### src/rtl/whack_a_mole_pkg.sv
// Shared definitions for the whack-a-mole mole responder: state codes, LFSR taps and seed.
package whack_a_mole_pkg;

  localparam logic [2:0] ST_IDLE    = 3'd0;
  localparam logic [2:0] ST_SELECT  = 3'd1;
  localparam logic [2:0] ST_UP      = 3'd2;
  localparam logic [2:0] ST_WHACKED = 3'd3;
  localparam logic [2:0] ST_DOWN    = 3'd4;

  typedef enum logic [2:0] {
    IDLE    = ST_IDLE,
    SELECT  = ST_SELECT,
    UP      = ST_UP,
    WHACKED = ST_WHACKED,
    DOWN    = ST_DOWN
  } mole_state_t;

  // Galois feedback mask for x^16 + x^14 + x^13 + x^11 + 1, right-shifting form.
  localparam logic [15:0] LFSR_TAPS         = 16'hB400;
  localparam logic [15:0] DEFAULT_LFSR_SEED = 16'hACE1;

endpackage

### src/rtl/lfsr16.sv
// Free-running 16-bit Galois LFSR; a nonzero seed keeps it out of the all-zero lock-up state.
module lfsr16
  import whack_a_mole_pkg::*;
(
  input  logic        clk,
  input  logic        rst,
  input  logic [15:0] seed,
  output logic [15:0] q
);

  always_ff @(posedge clk) begin
    if (rst) begin
      q <= seed;
    end else begin
      q <= {1'b0, q[15:1]} ^ (q[0] ? LFSR_TAPS : 16'h0000);
    end
  end

endmodule

### src/rtl/mole_responder.sv
// Picks a pseudo-random mole per mole_clk up-window, scores button whacks and reports hit/miss.
// Build option: define MOLE_MISS_PENALTY_EN to make every miss cost one point (floored at 0).
//
// state   | meaning
// IDLE    | no game running; outputs low, score held for display
// SELECT  | one cycle: latch a new mole index from the LFSR
// UP      | mole lit; first correct press hits, wrong presses or an escape miss
// WHACKED | mole hit; waiting for the up-window to close
// DOWN    | down-window; waiting for the next mole_clk rise
module mole_responder
  import whack_a_mole_pkg::*;
#(
  parameter int          NUM_MOLES = 4,
  parameter int          SCORE_W   = 8,
  parameter logic [15:0] LFSR_SEED = DEFAULT_LFSR_SEED
)
(
  input  logic                         clk,
  input  logic                         rst,
  input  logic                         game_in_progress,
  input  logic                         mole_clk,
  input  logic [NUM_MOLES-1:0]         buttons,
  output logic [NUM_MOLES-1:0]         mole_leds,
  output logic [$clog2(NUM_MOLES)-1:0] mole_index,
  output logic                         hit_pulse,
  output logic                         miss_pulse,
  output logic [SCORE_W-1:0]           score
);

  localparam int IW = $clog2(NUM_MOLES);

`ifdef MOLE_MISS_PENALTY_EN
  localparam bit PENALTY = 1'b1;
`else
  localparam bit PENALTY = 1'b0;
`endif

  logic [2:0]           state;
  logic [15:0]          lfsr_q;
  logic                 mole_clk_q;
  logic [NUM_MOLES-1:0] buttons_q;
  logic                 mc_rise;
  logic                 mc_fall;
  logic [NUM_MOLES-1:0] btn_edge;
  logic [IW-1:0]        pick;
  logic [NUM_MOLES-1:0] pick_onehot;
  logic [SCORE_W-1:0]   score_after_miss;
  logic                 unused_lfsr_bits;

  lfsr16 u_lfsr (
    .clk  (clk),
    .rst  (rst),
    .seed (LFSR_SEED),
    .q    (lfsr_q)
  );

  assign mc_rise     = mole_clk & ~mole_clk_q;
  assign mc_fall     = ~mole_clk & mole_clk_q;
  assign btn_edge    = buttons & ~buttons_q;
  assign pick        = lfsr_q[IW-1:0];
  assign pick_onehot = {{(NUM_MOLES-1){1'b0}}, 1'b1} << pick;
  assign score_after_miss = (PENALTY && score != '0) ? score - 1'b1 : score;
  assign unused_lfsr_bits = ^lfsr_q[15:IW];

  always_ff @(posedge clk) begin
    if (rst) begin
      mole_clk_q <= 1'b0;
      buttons_q  <= '0;
    end else begin
      mole_clk_q <= mole_clk;
      buttons_q  <= buttons;
    end
  end

  always_ff @(posedge clk) begin
    if (rst) begin
      state      <= ST_IDLE;
      mole_leds  <= '0;
      mole_index <= '0;
      hit_pulse  <= 1'b0;
      miss_pulse <= 1'b0;
      score      <= '0;
    end else begin
      hit_pulse  <= 1'b0;
      miss_pulse <= 1'b0;
      // Game end overrides every other transition, including a pending hit or miss.
      if (state != ST_IDLE && !game_in_progress) begin
        state     <= ST_IDLE;
        mole_leds <= '0;
      end else begin
        case (state)
          ST_IDLE: begin
            if (mc_rise && game_in_progress) begin
              score <= '0;
              state <= ST_SELECT;
            end
          end
          ST_SELECT: begin
            mole_index <= pick;
            mole_leds  <= pick_onehot;
            state      <= ST_UP;
          end
          ST_UP: begin
            if (btn_edge[mole_index]) begin
              hit_pulse <= 1'b1;
              if (score != '1) score <= score + 1'b1;
              mole_leds <= '0;
              state     <= ST_WHACKED;
            end else if (|btn_edge) begin
              miss_pulse <= 1'b1;
              score      <= score_after_miss;
            end else if (mc_fall) begin
              miss_pulse <= 1'b1;
              score      <= score_after_miss;
              mole_leds  <= '0;
              state      <= ST_DOWN;
            end
          end
          // Level check so a hit landing on the falling edge still reaches DOWN.
          ST_WHACKED: begin
            if (!mole_clk) state <= ST_DOWN;
          end
          ST_DOWN: begin
            if (mc_rise) state <= ST_SELECT;
          end
          default: begin
            state     <= ST_IDLE;
            mole_leds <= '0;
          end
        endcase
      end
    end
  end

endmodule

### config.mk
export PLATFORM = sky130hd
export DESIGN_NAME = mole_responder
export DESIGN_NICKNAME = d
export VERILOG_FILES = /design/src/rtl/whack_a_mole_pkg.sv /design/src/rtl/lfsr16.sv /design/src/rtl/mole_responder.sv
export SDC_FILE = /design/constraint.sdc
export NUM_CORES = 1
export LEC_CHECK = 0
export CORE_MARGIN = 5
export CORE_UTILIZATION = 50
export DETAILED_ROUTE_END_ITERATION = 8
export GPL_TIMING_DRIVEN = 1
export PLACE_DENSITY = 0.72
export SYNTH_ARGS = -nofsm -noshare
export SYNTH_HDL_FRONTEND = slang
export SYNTH_HIERARCHICAL = 1
export SYNTH_SLANG_ARGS = --single-unit
### constraint.sdc
create_clock -name clk -period 3.2 [get_ports clk]
set_input_delay 0.48 -clock clk [delete_from_list [all_inputs] [get_ports clk]]
set_output_delay 0.48 -clock clk [all_outputs]
set_load 0.1 [all_outputs]
---- Yosys cells after proc, flatten, opt, wreduce, memory -nomap -nowiden ----
Cells that the tools add are included.
storage, ports and cells
  logic and storage cells ................. 70
  bits of input ports ..................... 8
  bits in registers ....................... 40
operators by class
  muxes and demuxes ....................... 21
  equality and inequality tests ........... 12
  shifts and indexed selects .............. 1
  bitwise logic cells ..................... 10
  reduce and logical (&&, ||, !) cells .... 15
  $add $sub $neg .......................... 1
  $lt $le $gt $ge ......................... 1
operator list
  operator               number
  $mux W8                3
  $mux W3                6
  $mux W16               1
  $pmux W8 S2            1
  $xor A15 B16 Y16       1
  $pmux W3 S5            1
  $mux W4                3
  $pmux W4 S3            1
  $ne A2 B2 Y1 const B   5
  $reduce_and A5 Y1      2
  $add A8 B1 Y8 const B  1
  $ne A8 B8 Y1 const B   1
  $reduce_or A4 Y1       2
  $eq A3 B2 Y1 const B   2
  $ne A3 B3 Y1 const B   2
  $reduce_or A3 Y1       2
  $not A1 Y1             5
  $and A4 B4 Y4          1
  $mux W1                4
  $not A4 Y4             1
  $shl A1 B2 Y4 const A  1
  $eq A3 B1 Y1 const B   1
  $eq A3 B3 Y1 const B   1
  $logic_not A3 Y1       1
  other kinds (10)       12

---- Logic depth before layout (Yosys ltp) ----
  depth in word-level cells ............... 6
  depth in mapped cells ................... 7

---- Modules after synthesis ----
Netlist, hierarchy kept.
modules (own cells, without submodules)
  module          cells an instance  area an instance (um^2)  instances
  mole_responder  137                1203.7                   1
  lfsr16          40                 560.5                    1

---- Worst setup path after synthesis ----
No wires, ideal clock.
  path kind ............................... reg-to-reg
  start point ............................. register score[0]
  end point ............................... register score[6]
  setup slack ............................. 695 ps
  arrival ................................. 2413 ps
  period minus slack after synthesis ...... 2505 ps
  cell stages (with the launch flop) ...... 8
  data required time ...................... 3109 ps
  path buffers ............................ 1
  library setup time ...................... 91 ps
  path through ............................ dfxtp_1 -> ha_1 -> nand4_1 -> o21ai_0 -> nor2_1 -> o21a_1 -> buf_2 -> a311oi_1
on the way
  longest elaborated chain between the ends .. 4
  elaborated cells on any way between the ends .. 7
  classes of those cells .................. add/sub: 1; eq/ne: 2; mux: 3; reduce/logical: 1
RTL lines
  item                    RTL line               RTL
  start, declared         mole_responder.sv:27   output logic [SCORE_W-1:0] score
  start signal, assigned  mole_responder.sv:106  if (score != '1) score <= score + 1'b1;
  start signal, assigned  mole_responder.sv:111  score <= score_after_miss;
  start signal, assigned  mole_responder.sv:114  score <= score_after_miss;
  $add A8 B1 Y8           mole_responder.sv:106
  $mux W8                 mole_responder.sv:106
  $mux W8                 mole_responder.sv:104  if (btn_edge[mole_index]) begin
  $pmux W8 S2             mole_responder.sv:91   case (state)
Several ways; a longest one is shown, not always the timed one. The select of a mux whose other input is x is not followed.
A chain may end at the register's enable or synchronous reset.

---- Worst setup path after layout ----
  start point ............................. register mole_leds[0]
  end point ............................... output port mole_leds[0]
RTL lines
  item                    RTL line               RTL
  start, declared         mole_responder.sv:23   output logic [NUM_MOLES-1:0] mole_leds,
  start signal, assigned  mole_responder.sv:100  mole_leds <= pick_onehot;
No word-level cell between the ends.

==> results by group <==
Floorplan
  • Number of ports placed on the die boundary: 24
  • Core outline area: 3390 µm²
  • Chip height: 69.4 µm
  • Rows: 21
  • Horizontal extent of the die: 69.4 µm
  • Area of the die: 4820 µm²
  • Effective utilization at floorplan: 52.0%

Drt
  • Total DRC errors in the routed layout: 0
  • Drt total wl: 3210 µm
  • Routed via count: 1,329
  • WL per Instance: 12.3 µm
  • Via density per instance: 5.11
  • Number of nets with antenna violations after detailed routing: 0
  • Detailed Routing Iterations Pass 1: 4
  • 1st-iter DRT viols: 114

Power and ir drop
  • Max rail drop VDD: 0.318 mV
  • PnR Total Power: 1.20 mW
  • Leakage power: between 0.8 and 0.9 nW
  • Cell Pwr Density: 572 nW/µm²

Layout
  • P&R area growth vs syn: 18.8%
  • Inserted Diodes: 0
  • Final #Nets: 222
  • Number of fill cells: 303
  • Post-route cell area: 2100 µm²
  • Fraction of final layout cells with drive strength greater than 1: 19.6%

Synth
  • Most common cell in the synthesized netlist: sky130_fd_sc_hd__dfxtp_1
  • Distinct cells, synth: 39
  • Share of flip-flops with an asynchronous set or reset: 0%
  • Sequential fraction of the synthesis area: 45.4%
  • Commonest cells post-synth: sky130_fd_sc_hd__dfxtp_1, sky130_fd_sc_hd__nand2_1, sky130_fd_sc_hd__a21oi_1
  • Post-synth top area cell: sky130_fd_sc_hd__dfxtp_1
  • Ys Warns: 6
  • Count of flip-flops with a built-in enable after synthesis: 0
  • Netlist Area Pre-Place: 1760 µm²
  • Top cells by area, synth: sky130_fd_sc_hd__dfxtp_1, sky130_fd_sc_hd__mux2_2, sky130_fd_sc_hd__nand2b_1, sky130_fd_sc_hd__mux2_4, sky130_fd_sc_hd__a21oi_1
  • Average cell area after synthesis: 9.97 µm²
  • Post-synthesis sequential element count: 40
  • Yosys top cell area share: a little under half
  • Cell count after synthesis: ~180
  • Primary flip-flop cell chosen by synthesis mapping: sky130_fd_sc_hd__dfxtp_1

Setup path
  • Endpoint type of the worst setup path: output pin
  • List of cells traversed by the critical path: clkdlybuf4s50_1
  • Slowest stage delay, CP: 1.13 ns
  • Data arrival time at the worst-slack endpoint: 1.82 ns
  • Type of the worst setup path: flop to output pin
  • Flop-to-flop setup slack: 1.26 ns
  • Critical path startpoint category: flop
  • Count of buffer and inverter cells on the critical path: 1
  • Levels on crit path: 1
  • Crit Reg-Reg Startpoint: state[1]
  • Largest driver fanout on the critical path: 2
  • Number of cells on the worst reg-to-reg path: 5
  • Worst endpoint required time: 2.72 ns
  • Slowest cell on crit path: sky130_fd_sc_hd__clkdlybuf4s50_1
  • Kind of cell adding the most delay to the critical path: buffers and inverters
  • FF-to-FF End: score[7]

STA
  • Transition at the pin with the smallest max-transition slack: 0.971 ns
  • Relative max-transition margin: 35.0%
  • Period Utilization, post-route: 71.9%
  • Number of hold violations in the final report: 0
  • Post-route clock skew: about 0.0028 ns
  • Min cycle time layout: 2.30 ns
  • Maximum operating frequency: 435 MHz
  • Max-slew violation count: 0
  • RSZ-0062 raised after global routing: no
  • # setup viols final: 0
  • Sum Neg Setup Slack: 0 ns

GRT
  • First-pass GRT wire length: 5730 µm
  • Antenna violations before repair: 0
  • Vias in the first global route: 1,334
  • Largest net degree at the start of global routing: 39
  • GRT Resource Usage Total: 14.6%
  • Leftover overflow at the end of global routing: 0

Clock tree
  • Cts-stage hold buffer count: 0
  • Resized cells post-CTS: 0
  • Total number of H-tree levels: 2
  • Clk slew on worst S/H paths: between 0.1 and 0.15 ns
  • Clk sink count: 40
  • Root cell of the clock tree: sky130_fd_sc_hd__clkbuf_4
  • Number of clock buffers inserted by TritonCTS: 5
  • Maximum root-to-sink buffer count: 2
  • Number of buffers added for setup after CTS: 0
  • TritonCTS clock tree: done
  • Clock network latency to the later pin of the worst-skew pair: 0.34 ns

Status
  • Outcome: complete, no violations

Placement
  • Final HPWL from detailed placement: 2290 µm
  • Buffers added on ports: 23
  • Routability congestion estimate: 0.841
  • Total cell area at the placement stage: 2030 µm²

Worst hold path
  • Worst min-delay path startpoint: u_lfsr/q[6]
  • Worst Hold Endpoint: u_lfsr/q[5]
  • Class of the tightest hold or removal check: flop to flop
  • Number of cells on the worst hold path: 1

Flow run
  • Total of max-cap violations: 0
## cell type report
class                   instances  area, µm²  area share [%]
flip-flops and latches         40        801            38.2
repair buffers                 26        223            10.6
well taps                      46       57.6            2.75
clock inverters                 2       10.0           0.478
clock buffers                   6       51.3            2.45
multi-input cells             137        942            45.0
inverters                       3       11.3           0.537
## cells by family after synthesis
| group | after synthesis | synth area share [%] |
|---|---|---|
| adder cells (fa/ha/maj) | 1 | 0.709 |
| AO/OA/AOI/OAI | 36 | 14.8 |
| XOR/XNOR | 3 | 1.49 |
| AND/OR/NAND/NOR | 63 | 20.3 |
| other | 2 | 0.426 |
| buffers and inverters | 14 | 4.18 |
| flip-flops | 40 | 45.4 |
| multiplexers | 18 | 12.7 |
## where the power goes
group	total, mW	internal (mW)	switching [mW]
Combinational	0.344	0.132	0.211
Sequential	0.589	0.544	0.0456
Clock	0.266	0.105	0.161
Total	1.20	0.781	0.418
## worst max path at each step
stage / from / end / slack [ns]
final: mole_leds[0] / mole_leds[0] / 0.90
after global routing: mole_leds[1] / mole_leds[1] / 0.82
after CTS: mole_leds[0] / mole_leds[0] / 0.88
after detailed placement: buttons[3] / state[0] / 0.63
after global placement: buttons[3] / score[7] / 0.72
after floorplan: score[0] / score[6] / 0.70
## sequential cells by signal, summed over array words and instances, names as in the netlist
register,count
u_lfsr/q,16
score,8
buttons_q,4
hit_pulse,1
miss_pulse,1
state,3
mole_clk_q,1
mole_index,2
mole_leds,4
## placed cells by master, fill, tap and decap left out
| cell type | instances |
|---|---|
| sky130_fd_sc_hd__mux4_2 | 1 |
| sky130_fd_sc_hd__a311oi_2 | 1 |
| sky130_fd_sc_hd__a41oi_1 | 2 |
| sky130_fd_sc_hd__nor3b_1 | 2 |
| sky130_fd_sc_hd__nand2_1 | 13 |
| sky130_fd_sc_hd__a31oi_1 | 1 |
| sky130_fd_sc_hd__a21oi_1 | 11 |
| sky130_fd_sc_hd__nor2_1 | 10 |
| sky130_fd_sc_hd__o21ai_0 | 7 |
| sky130_fd_sc_hd__nand2b_4 | 1 |
| sky130_fd_sc_hd__mux2_4 | 4 |
| sky130_fd_sc_hd__nor2b_1 | 4 |
| sky130_fd_sc_hd__and2_0 | 1 |
| sky130_fd_sc_hd__mux2i_1 | 4 |
| sky130_fd_sc_hd__and3_1 | 4 |
| sky130_fd_sc_hd__nor3b_4 | 1 |
| sky130_fd_sc_hd__o21a_1 | 1 |
| sky130_fd_sc_hd__nand3b_1 | 4 |
| sky130_fd_sc_hd__or4b_2 | 1 |
| sky130_fd_sc_hd__ha_1 | 1 |
| sky130_fd_sc_hd__o31a_1 | 1 |
| sky130_fd_sc_hd__clkbuf_8 | 1 |
| sky130_fd_sc_hd__buf_4 | 15 |
| sky130_fd_sc_hd__nor3_1 | 3 |
| sky130_fd_sc_hd__xnor2_1 | 3 |
| sky130_fd_sc_hd__nand4_1 | 2 |
| sky130_fd_sc_hd__nand3_1 | 5 |
| sky130_fd_sc_hd__a311oi_1 | 6 |
| sky130_fd_sc_hd__clkdlybuf4s50_1 | 11 |
| sky130_fd_sc_hd__clkinv_2 | 2 |
| sky130_fd_sc_hd__conb_1 | 16 |
| sky130_fd_sc_hd__nand2b_1 | 10 |
| sky130_fd_sc_hd__inv_1 | 3 |
| sky130_fd_sc_hd__dfxtp_1 | 40 |
| sky130_fd_sc_hd__or3_1 | 2 |
| sky130_fd_sc_hd__mux2_2 | 9 |
| sky130_fd_sc_hd__a221oi_4 | 1 |
| sky130_fd_sc_hd__o211ai_1 | 4 |
| sky130_fd_sc_hd__o21bai_1 | 1 |
| sky130_fd_sc_hd__clkbuf_4 | 5 |
## metrics by stage
step	cells	hold slack (ns)	setup slack (ns)	utilization, %
2_1_floorplan	191	0.434	0.695	-
3_3_place_gp	252	0.436	0.721	60.0
3_5_place_dp	252	0.444	0.634	60.0
4_1_cts	260	0.472	0.876	61.8
5_1_grt	260	0.480	0.820	61.8
6_report	260	0.467	0.899	61.8
## metal layers
| layer | wire (µm) | vias to the layer above | track usage, % |
|---|---|---|---|
| li1 | - | 687 | - |
| met1 | 1540 | 615 | 17.1 |
| met2 | 1490 | 25 | 23.4 |
| met3 | 160 | 2 | 6.81 |
| met4 | 17 | 0 | 4.99 |
| met5 | 0 | - | 0 |
(Power assumes the default switching activity.)
